`config.mk`:
```
export PLATFORM = sky130hd
export DESIGN_NAME = shift_add_multiplier
export DESIGN_NICKNAME = d
export VERILOG_FILES = /design/src/rtl/shift_add_multiplier.sv
export SDC_FILE = /design/constraint.sdc
export NUM_CORES = 1
export LEC_CHECK = 0
export ABC_CLOCK_PERIOD_IN_PS = 2100
export CAP_MARGIN = 10
export CORE_ASPECT_RATIO = 1.1
export CORE_MARGIN = 2
export CORE_UTILIZATION = 54
export CTS_BUF_LIST = sky130_fd_sc_hd__clkbuf_16
export DETAILED_ROUTE_END_ITERATION = 8
export HOLD_SLACK_MARGIN = 0.05
export PLACE_DENSITY = 0.78
export SLEW_MARGIN = 10
export SYNTH_ARGS = -nofsm -noshare
export SYNTH_HDL_FRONTEND = slang
export SYNTH_SLANG_ARGS = --single-unit
```
`constraint.sdc`:
```
create_clock -name clk -period 2.1 [get_ports clk]
set_input_delay 0.525 -clock clk [delete_from_list [all_inputs] [get_ports clk]]
set_output_delay 0.525 -clock clk [all_outputs]
set_load 0.005 [all_outputs]
```
`src/rtl/shift_add_multiplier.sv`:
```
// Sequential WIDTH x WIDTH shift-add multiplier with start/busy/done handshake and optional signed mode.
// Latency: k+3 edges from the start edge, where k = bit length of |dataB|. Range is 3 to WIDTH+3.
// Backpressure: none. Start is taken only in IDLE. Start while busy is dropped. P is held until the next accepted start.
module shift_add_multiplier #(
    parameter int WIDTH     = 4,
    parameter bit SIGNED_EN = 1'b1
) (
    input  logic               clk,
    input  logic               reset,
    input  logic               start,
    input  logic               signed_mode,
    input  logic [WIDTH-1:0]   dataA,
    input  logic [WIDTH-1:0]   dataB,
    output logic               busy,
    output logic               done,
    output logic               b0,
    output logic               z,
    output logic [2*WIDTH-1:0] P
);

    localparam int PW = 2 * WIDTH;

    localparam logic [1:0] ST_IDLE = 2'd0;
    localparam logic [1:0] ST_CALC = 2'd1;
    localparam logic [1:0] ST_SIGN = 2'd2;
    localparam logic [1:0] ST_DONE = 2'd3;

    localparam logic [WIDTH-1:0] ONE_W = {{(WIDTH-1){1'b0}}, 1'b1};
    localparam logic [PW-1:0]    ONE_P = {{(PW-1){1'b0}}, 1'b1};

    logic [1:0]       state_q, state_d;
    logic [PW-1:0]    a_q, a_d;
    logic [PW-1:0]    p_q, p_d;
    logic [WIDTH-1:0] b_q, b_d;
    logic             neg_q, neg_d;

    logic             sm;
    logic [WIDTH-1:0] mag_a;
    logic [WIDTH-1:0] mag_b;

    // Operands are stored as magnitudes so the loop is purely unsigned.
    // The most negative value still fits, because its magnitude is 2^(WIDTH-1).
    always_comb begin
        sm    = signed_mode & SIGNED_EN;
        mag_a = (sm && dataA[WIDTH-1]) ? (~dataA + ONE_W) : dataA;
        mag_b = (sm && dataB[WIDTH-1]) ? (~dataB + ONE_W) : dataB;
    end

    always_comb begin
        state_d = state_q;
        a_d     = a_q;
        b_d     = b_q;
        p_d     = p_q;
        neg_d   = neg_q;
        case (state_q)
            ST_IDLE: begin
                if (start) begin
                    a_d     = {{WIDTH{1'b0}}, mag_a};
                    b_d     = mag_b;
                    p_d     = '0;
                    neg_d   = sm & (dataA[WIDTH-1] ^ dataB[WIDTH-1]);
                    state_d = ST_CALC;
                end
            end
            ST_CALC: begin
                // Leave as soon as the remaining multiplier bits are all zero.
                if (b_q == '0) begin
                    state_d = ST_SIGN;
                end else begin
                    if (b_q[0]) begin
                        p_d = p_q + a_q;
                    end
                    a_d = a_q << 1;
                    b_d = b_q >> 1;
                end
            end
            ST_SIGN: begin
                if (neg_q) begin
                    p_d = ~p_q + ONE_P;
                end
                state_d = ST_DONE;
            end
            ST_DONE: begin
                state_d = ST_IDLE;
            end
            default: begin
                state_d = ST_IDLE;
            end
        endcase
    end

    always_ff @(posedge clk or posedge reset) begin
        if (reset) begin
            state_q <= ST_IDLE;
            a_q     <= '0;
            b_q     <= '0;
            p_q     <= '0;
            neg_q   <= 1'b0;
        end else begin
            state_q <= state_d;
            a_q     <= a_d;
            b_q     <= b_d;
            p_q     <= p_d;
            neg_q   <= neg_d;
        end
    end

    assign busy = (state_q != ST_IDLE);
    assign done = (state_q == ST_DONE);
    assign b0   = b_q[0];
    assign z    = (b_q == '0);
    assign P    = p_q;

endmodule

```
==> results of run 1 <==
[how the worst min path moves through the flow]
stage	from	to	slack (ns)	cells past startpoint
finish	neg_q	neg_q	0.50	2
global route	neg_q	neg_q	0.55	2
CTS	neg_q	neg_q	0.51	2
detailed placement	neg_q	neg_q	0.49	2
global placement	neg_q	neg_q	0.46	2
floorplan	neg_q	neg_q	0.44	2
[logic make-up after synthesis]
group,count (synthesis)
XOR/XNOR,7
buffers and inverters,23
AND/OR/NAND/NOR,68
adder cells (fa/ha/maj),16
AO/OA/AOI/OAI,63
multiplexers,4
flip-flops,23
[per-layer routing]
layer / up-vias / share of wire
met5: - / 0
met4: 0 / 0.032
met3: 13 / 0.042
met2: 54 / 0.50
met1: 735 / 0.43
li1: 786 / -
[synthesized netlist by cell type (2+ instances only)]
library cell,n,share of area
a211oi_1,2,0.0088
a21oi_1,14,0.041
and3_1,2,0.0073
buf_2,3,0.0088
clkbuf_1,3,0.0066
dfrtp_1,23,0.34
ha_1,15,0.11
inv_1,16,0.035
mux2i_1,3,0.018
nand2_1,35,0.077
nand3_1,4,0.012
nand3b_1,2,0.0088
nand4_1,2,0.0073
nor2_1,7,0.015
nor3_1,3,0.0088
nor4_1,2,0.0073
o21ai_0,29,0.085
o31ai_1,4,0.018
or2_2,2,0.0073
or3_1,2,0.0073
xnor2_1,4,0.021
xor2_1,3,0.015
[metrics by stage]
step           worst slack (ns)  cells  setup TNS [ns]
2_1_floorplan            0.3255    204               0
3_3_place_gp            0.03598    265               0
3_5_place_dp           -0.02094    265        -0.03648
4_1_cts               0.0004865    269               0
5_1_grt                 0.02420    269               0
6_report                0.07905    269               0
[critical path, delay by kind of cell, from the launching register on]
family | cells | cell delay (ns)
adders and majority gates | 2 | 0.63
DFF | 1 | 0.44
AOI/OAI and AO/OA | 3 | 0.42
xor gates and xnor gates | 1 | 0.18
and+or+nand+nor | 1 | 0.17
buffers and inverters | 1 | 0.06
[report_power, final]
part	switching (mW)	internal (mW)	total, mW	leakage (nW)
combinational	1.01	0.874	1.88	0.621
clock	0.163	0.255	0.417	0.0423
sequential	0.159	0.597	0.757	0.304
total	1.33	1.73	3.06	0.967
[state kept, by name, indices dropped and copies added (netlist names)]
register	count
P	8
a_q	8
b_q	4
state_q	2
neg_q	1
[timing repair]
item	4_1_cts	5_1_grt
endpoints found under the setup margin	1	2
resized for setup	2	3
hold buffers	0	0
[area by class of cell]
type                       count  area share
inverter                      16     0.02799
sequential                    23      0.2682
clock buffer                   3     0.03499
multi-input combinational    158      0.4945
timing repair buffer          34      0.1528
tap                           34     0.01983
clock inverter                 1    0.001749
==> out/metrics.cfg, run 1 <==
[outcome]
status=complete, no violations

[floorplan]
core_um2=3022
start_util=0.5636
die_w_um=57.54
ios=24
die_area_um2=3619
dieHeight_um=62.90
rows=21

[detailed_routing]
firstDrtPassIters=5
wire_per_inst_um=14.58
via_per_inst=5.903
drt_wl_total_mm=3.922
drt_iter0_drc=68
routed-via-count=1588
drc=0
final_antenna_net_count=0

[yosys]
yosys.area_share.simple=0.1932
yosysWarnings=0
ys_seq_area_frac=0.3380
synth_compound_area_frac=0.2314
yosysUniqueCellTypes=46
synth.avg_cell_area_um2=8.347
yosys_register_bits=23
synth_adder_area_share=0.1220
synth_top_family_by_area=compound AO/OA/AOI/OAI gates
synthesis.area_um2=1703
synth.net_count=232
synth_ff_type=dfrtp_1
netlist_instances=204
synth_edf_count=0
synth_xor_area_frac=0.03600
async_reset_ff_frac=1.000
synth_mux_area_frac=0.02425

[critical_path]
rrSetupSlack_ns=0.08
r2r-end=P[6]
crit_type=reg -> reg
crit_arrival_ns=2.15
crit_chain=ha_1 -> inv_1 -> fa_1 -> nor2b_1 -> o31a_1 -> o22ai_1 -> xor2_1 -> o221ai_1
endpoint=P[6]
cp.required_ns=2.23
crit_path_max_incr_delay_ns=0.44
critPathSlowestCell=dfrtp_1
end_kind=flop
cp-start-kind=flop
worstSetupStartpoint=P[0]
crit_fanout=5
reg2regPathDepth=8
r2r_start=P[0]

[cells_and_area]
final_util=0.7101
fill_cells=235
n_antenna_cell=0
final_cell_mix=nand2_1 (35), o21ai_0 (29), dfrtp_1 (23)
synthToLayoutAreaGrowth_pct=26.01
multi_input_area_um2=1061
design_area_um2=2146
finalNetCount=264
layout_commonest_cell=nand2_1
drive_gt1_frac=0.09787
regArea_um2=575.6

[grt]
grt_pass1_wl_mm=6.734
grt_use_total=0.2328
met1_usage=0.2801
grt-ovfl-total=0
antenna_found_initial=0
grt_busiest_layer=met2
grt_max_degree=25
grt_use_met3=0.02692
grt_pass1_vias=1592
grt_use_met2=0.4063

[timing]
fmax_ghz=0.4948
hold_violations=0
period_minus_slack_ns=2.021
setup_viol=0
holdWs_ns=0.5020
worst_slew_pin_slew_ns=0.4280
relSlewSlack=0.7121
rsz0062_at_grt=no
min_period_over_period=0.9624
clock_skew_ns=0.001754
slew_violations=0

[clock_tree]
clk_path_buf_depth=2
htreeDepth=1
cts.sinks=23
cts_setup_buffers=0
numCtsBuffers=3
clkTransAtPathRegs_ns=0.06
clock_latency_ns=0.26
cts_tree=built
root_buffer=clkbuf_16

[pwr]
p_leak_nw=0.9668
total_power_mw=3.056
power_density_nw_per_um2=1424
peakVddDrop_mv=1.266

[place]
globalplace.congestion=0.8204
hpwl_mm=2.973
dpl_cell_area_um2=2037
port_buffers=23

[flow_run]
drv_cap=0

[min_path]
hold_path.class=reg -> reg

Power figures use the tool's default switching activity.
==> inputs of run 2 (changes only) <==
--- a/config.mk
+++ b/config.mk
@@ -7,13 +7,12 @@
 export LEC_CHECK = 0
 export ABC_CLOCK_PERIOD_IN_PS = 2100
 export CAP_MARGIN = 10
-export CORE_ASPECT_RATIO = 1.1
 export CORE_MARGIN = 2
-export CORE_UTILIZATION = 54
+export CORE_UTILIZATION = 35
 export CTS_BUF_LIST = sky130_fd_sc_hd__clkbuf_16
 export DETAILED_ROUTE_END_ITERATION = 8
 export HOLD_SLACK_MARGIN = 0.05
-export PLACE_DENSITY = 0.78
+export PLACE_DENSITY = 0.54
 export SLEW_MARGIN = 10
 export SYNTH_ARGS = -nofsm -noshare
 export SYNTH_HDL_FRONTEND = slang
==> run 2 against run 1 <==
Critical path depth is 6 lower. Worst hold slack lost 0.028 ns. Cell count up 8.6%. Via count decreased by 4.2%. Clock skew increased by 0.0019 ns. Clock power grew 1%. Highest routed layer unchanged.
==> out/metrics.cfg, run 2 (synthesis results as in run 1) <==
[detailed_routing]
drt_iter0_drc=98
via_per_inst=5.209
drt_wl_total_mm=3.829
drc=0
routed-via-count=1521
final_antenna_net_count=0
firstDrtPassIters=4
wire_per_inst_um=13.11

[clock_tree]
numCtsBuffers=3
clk_path_buf_depth=2
root_buffer=clkbuf_16
cts_setup_buffers=0
clock_latency_ns=0.26
clkTransAtPathRegs_ns=0.06
htreeDepth=1
cts_tree=built
cts.sinks=23

[timing]
clock_skew_ns=0.003643
slew_violations=0
setup_viol=0
min_period_over_period=0.9610
hold_violations=0
fin_ws_ns=0.08199
relSlewSlack=0.7421
tns_ns=0
rsz0062_at_grt=no
period_minus_slack_ns=2.018
fmax_ghz=0.4955
worst_slew_pin_slew_ns=0.3828

[floorplan]
die_area_um2=5439
die_w_um=73.75
start_util=0.3629
ios=24
dieHeight_um=73.75
core_um2=4692
rows=25

[critical_path]
end_kind=output port
critPathTopFamily=buffers and inverters
crit_path_max_incr_delay_ns=0.54
rrSetupSlack_ns=0.17
endpoint=done
crit_fanout=4
crit_arrival_ns=1.49
crit_buf_inv=1
r2r-end=P[7]
crit_type=reg -> out
r2r_start=state_q[0]
crit_chain=ha_1 -> clkdlybuf4s50_1
worstSetupStartpoint=state_q[1]
cp_num_cells=2
critPathSlowestCell=clkdlybuf4s50_1
cp-start-kind=flop
reg2regPathDepth=7
cp.required_ns=1.57

[cells_and_area]
synthToLayoutAreaGrowth_pct=29.10
final_cell_mix=nand2_1 (35), o21ai_0 (29), dfrtp_1 (23)
layout_commonest_cell=nand2_1
n_antenna_cell=0
final_cells=292
finalNetCount=267
drive_gt1_frac=0.1176

[grt]
grt_use_total=0.1573
grt_max_degree=25
grt-ovfl-total=0
antenna_found_initial=0
grt_pass1_vias=1427
grt_pass1_wl_mm=6.720

[flow_run]
drv_cap=0

[pwr]
peakVddDrop_mv=0.5548
power_density_nw_per_um2=1389
p_leak_nw=0.9832
total_power_mw=3.054

[place]
port_buffers=23
globalplace.congestion=0.7253
dp.cells=288
hpwl_mm=3.016
dpl_worst_slack_ns=-0.1214

[outcome]
status=complete, no violations

[min_path]
hold_path.class=reg -> reg

-- run 2: worst min path at each step --
stage	startpoint	to	slack [ns]	cells after the start
after detailed placement	neg_q	neg_q	0.47	2
after CTS	neg_q	neg_q	0.48	2
after global routing	neg_q	neg_q	0.51	2
after floorplan	neg_q	neg_q	0.44	2
final	neg_q	neg_q	0.47	2
after global placement	neg_q	neg_q	0.46	2
-- run 2: per-stage QoR --
step / hold WS, ns / util / area [um2]
2_1_floorplan: 0.4418 / - / 1703
3_3_place_gp: 0.4594 / 0.4443 / 2085
3_5_place_dp: 0.4652 / 0.4443 / 2085
4_1_cts: 0.4791 / 0.4651 / 2182
5_1_grt: 0.5146 / 0.4685 / 2198
6_report: 0.4739 / 0.4685 / 2198
-- run 2: final cells by class --
cell class,count,area [um2]
Sequential cell,23,575.6
Tap cell,54,67.56
Timing Repair Buffer,37,350.3
Inverter,16,60.06
Fill cell,456,2494
Multi-Input combinational cell,158,1065
Clock buffer,3,75.07
Clock inverter,1,5.005
-- run 2: tightest hold or removal path, cell delays in order (launching register included) --
cell and delay (ns):
dfrtp_1 0.33, nand2_1 0.04, o21ai_0 0.06
-- run 2: what timing repair did --
item | 4_1_cts | 5_1_grt
resized for setup | 3 | 3
cloned | 0 | 0
hold buffers | 0 | 0
endpoints found under the setup margin | 2 | 2
-- run 2: routing by layer --
metal | wire length [um] | vias up | global-route usage
li1 | - | 789 | -
met1 | 1934 | 695 | 0.2186
met2 | 1721 | 33 | 0.2550
met3 | 122 | 4 | 0.01783
met4 | 51 | 0 | 0.04848
met5 | 0 | - | 0
-- run 2: where the power goes --
group	switching, mW	total, mW	internal, mW
sequential	0.155	0.753	0.597
combinational	1.00	1.88	0.880
clock	0.164	0.421	0.256
==> inputs of run 3 (changes only) <==
--- a/config.mk
+++ b/config.mk
@@ -13,7 +13,9 @@
 export DETAILED_ROUTE_END_ITERATION = 8
 export HOLD_SLACK_MARGIN = 0.05
 export PLACE_DENSITY = 0.54
+export RECOVER_POWER = 25
 export SLEW_MARGIN = 10
 export SYNTH_ARGS = -nofsm -noshare
 export SYNTH_HDL_FRONTEND = slang
 export SYNTH_SLANG_ARGS = --single-unit
+export TNS_END_PERCENT = 50
==> run 3 against run 2 <==
Die area unchanged. Sequential power about the same. Cell area decreased by 0.28%. Global-route usage unchanged. Non-clock buffer count unchanged. Worst hold slack improved by 0.00086 ns. Highest routed layer unchanged. Largest power group unchanged.
==> out/metrics.cfg, run 3 (synthesis results as in run 1) <==
[outcome]
status=complete, no violations

[place]
port_buffers=23
hpwl_mm=3.016
globalplace.congestion=0.7253
dpl_cell_area_um2=2085

[clock_tree]
numCtsBuffers=3
clk_path_buf_depth=2
root_buffer=clkbuf_16
cts_tree=built
clkTransAtPathRegs_ns=0.06
clock_latency_ns=0.26
htreeDepth=1
cts.hold.buffers_added=0
cts.sinks=23

[detailed_routing]
wire_per_inst_um=13.09
firstDrtPassIters=4
final_antenna_net_count=0
drt_iter0_drc=91
via_per_inst=5.168
routed-via-count=1509
drt_wl_total_mm=3.823
drc=0

[critical_path]
crit_fanout=4
crit_chain=ha_1 -> clkdlybuf4s50_1
crit_path_max_incr_delay_ns=0.54
cp-start-kind=flop
reg2regPathDepth=7
crit_arrival_ns=1.49
end_kind=output port
cp.required_ns=1.57
critPathSlowestCell=clkdlybuf4s50_1
crit_type=reg -> out

[floorplan]
die_w_um=73.75
dieHeight_um=73.75
die_area_um2=5439
rows=25
ios=24
core_um2=4692
start_util=0.3629

[cells_and_area]
finalNetCount=267
n_antenna_cell=0
drive_gt1_frac=0.1134
synthToLayoutAreaGrowth_pct=28.73
final_cell_mix=nand2_1 (35), o21ai_0 (29), dfrtp_1 (23)
layout_commonest_cell=nand2_1
design_area_um2=2192
fill_cells=459

[timing]
relSlewSlack=0.6024
holdWs_ns=0.4748
period_minus_slack_ns=2.018
slew_violations=0
hold_violations=0
min_period_over_period=0.9609
setup_viol=0
rsz0062_at_grt=yes
worst_slew_pin_slew_ns=0.5963
tns_ns=0
fmax_ghz=0.4956
clock_skew_ns=0.002680

[grt]
grt_pass1_wl_mm=6.720
grt-ovfl-total=0
antenna_found_initial=0
grt_max_degree=25
grt_use_total=0.1573
grt_pass1_vias=1427

[pwr]
peakVddDrop_mv=0.5504
p_leak_nw=0.9816
power_density_nw_per_um2=1387
total_power_mw=3.041

[min_path]
hold_path.class=reg -> reg
hold_depth=2

[flow_run]
drv_cap=0

-- run 3: changes by cell type in the layout (fill, tap and decap cells not counted) --
cell,previous run,this run
o21ai_1,0,1
buf_4,13,12
o21ai_2,1,0
clkdlybuf4s50_1,22,21
dlygate4sd3_1,0,1
clkbuf_2,0,1
-- run 3: layout make-up --
class,instances,area [um2],share of cell area
Clock buffer,3,75.07,0.03425
Clock inverter,1,5.005,0.002283
Inverter,16,60.06,0.02740
Multi-Input combinational cell,158,1061,0.4840
Sequential cell,23,575.6,0.2626
Tap cell,54,67.56,0.03082
Timing Repair Buffer,37,347.8,0.1587
-- run 3: final timing paths --
kind                            start     end  slack, ns
min in group asynchronous       reset  b_q[2]       0.85
setup / recovery           state_q[1]    done       0.08
max in group asynchronous       reset    P[2]       0.86
hold reg to reg                 neg_q   neg_q       0.47
hold / removal                  neg_q   neg_q       0.47
setup reg to reg           state_q[0]    P[7]       0.15
-- run 3: power by group --
group	internal, mW	switching [mW]
combinational	0.874	0.992
clock	0.257	0.166
sequential	0.597	0.156
total	1.73	1.31
-- run 3: through the flow --
step	cells	utilization	setup slack, ns
CTS	292	0.4651	0.007723
floorplan	204	-	0.3255
detailed placement	288	0.4443	-0.1214
global placement	288	0.4443	-0.08015
global route	292	0.4672	-0.02037
finish	292	0.4672	0.08212
-- run 3: critical path: cells and delay by family, from the launching register on --
family | cells | cell delay [ns]
buffers and inverters | 1 | 0.54
flip-flops | 1 | 0.40
adder cells (fa/ha/maj) | 1 | 0.29
-- run 3: per-layer routing --
layer,track usage,vias up,routed length (um)
li1,-,790,-
met1,0.2186,680,1940
met5,0,-,0
met2,0.2550,35,1700
met3,0.01783,4,131
met4,0.04848,0,51
-- run 3: what timing repair did --
action | CTS | global route
setup endpoints to repair | 2 | 2
buffers inserted | 0 | 0
gates resized for setup | 3 | 2
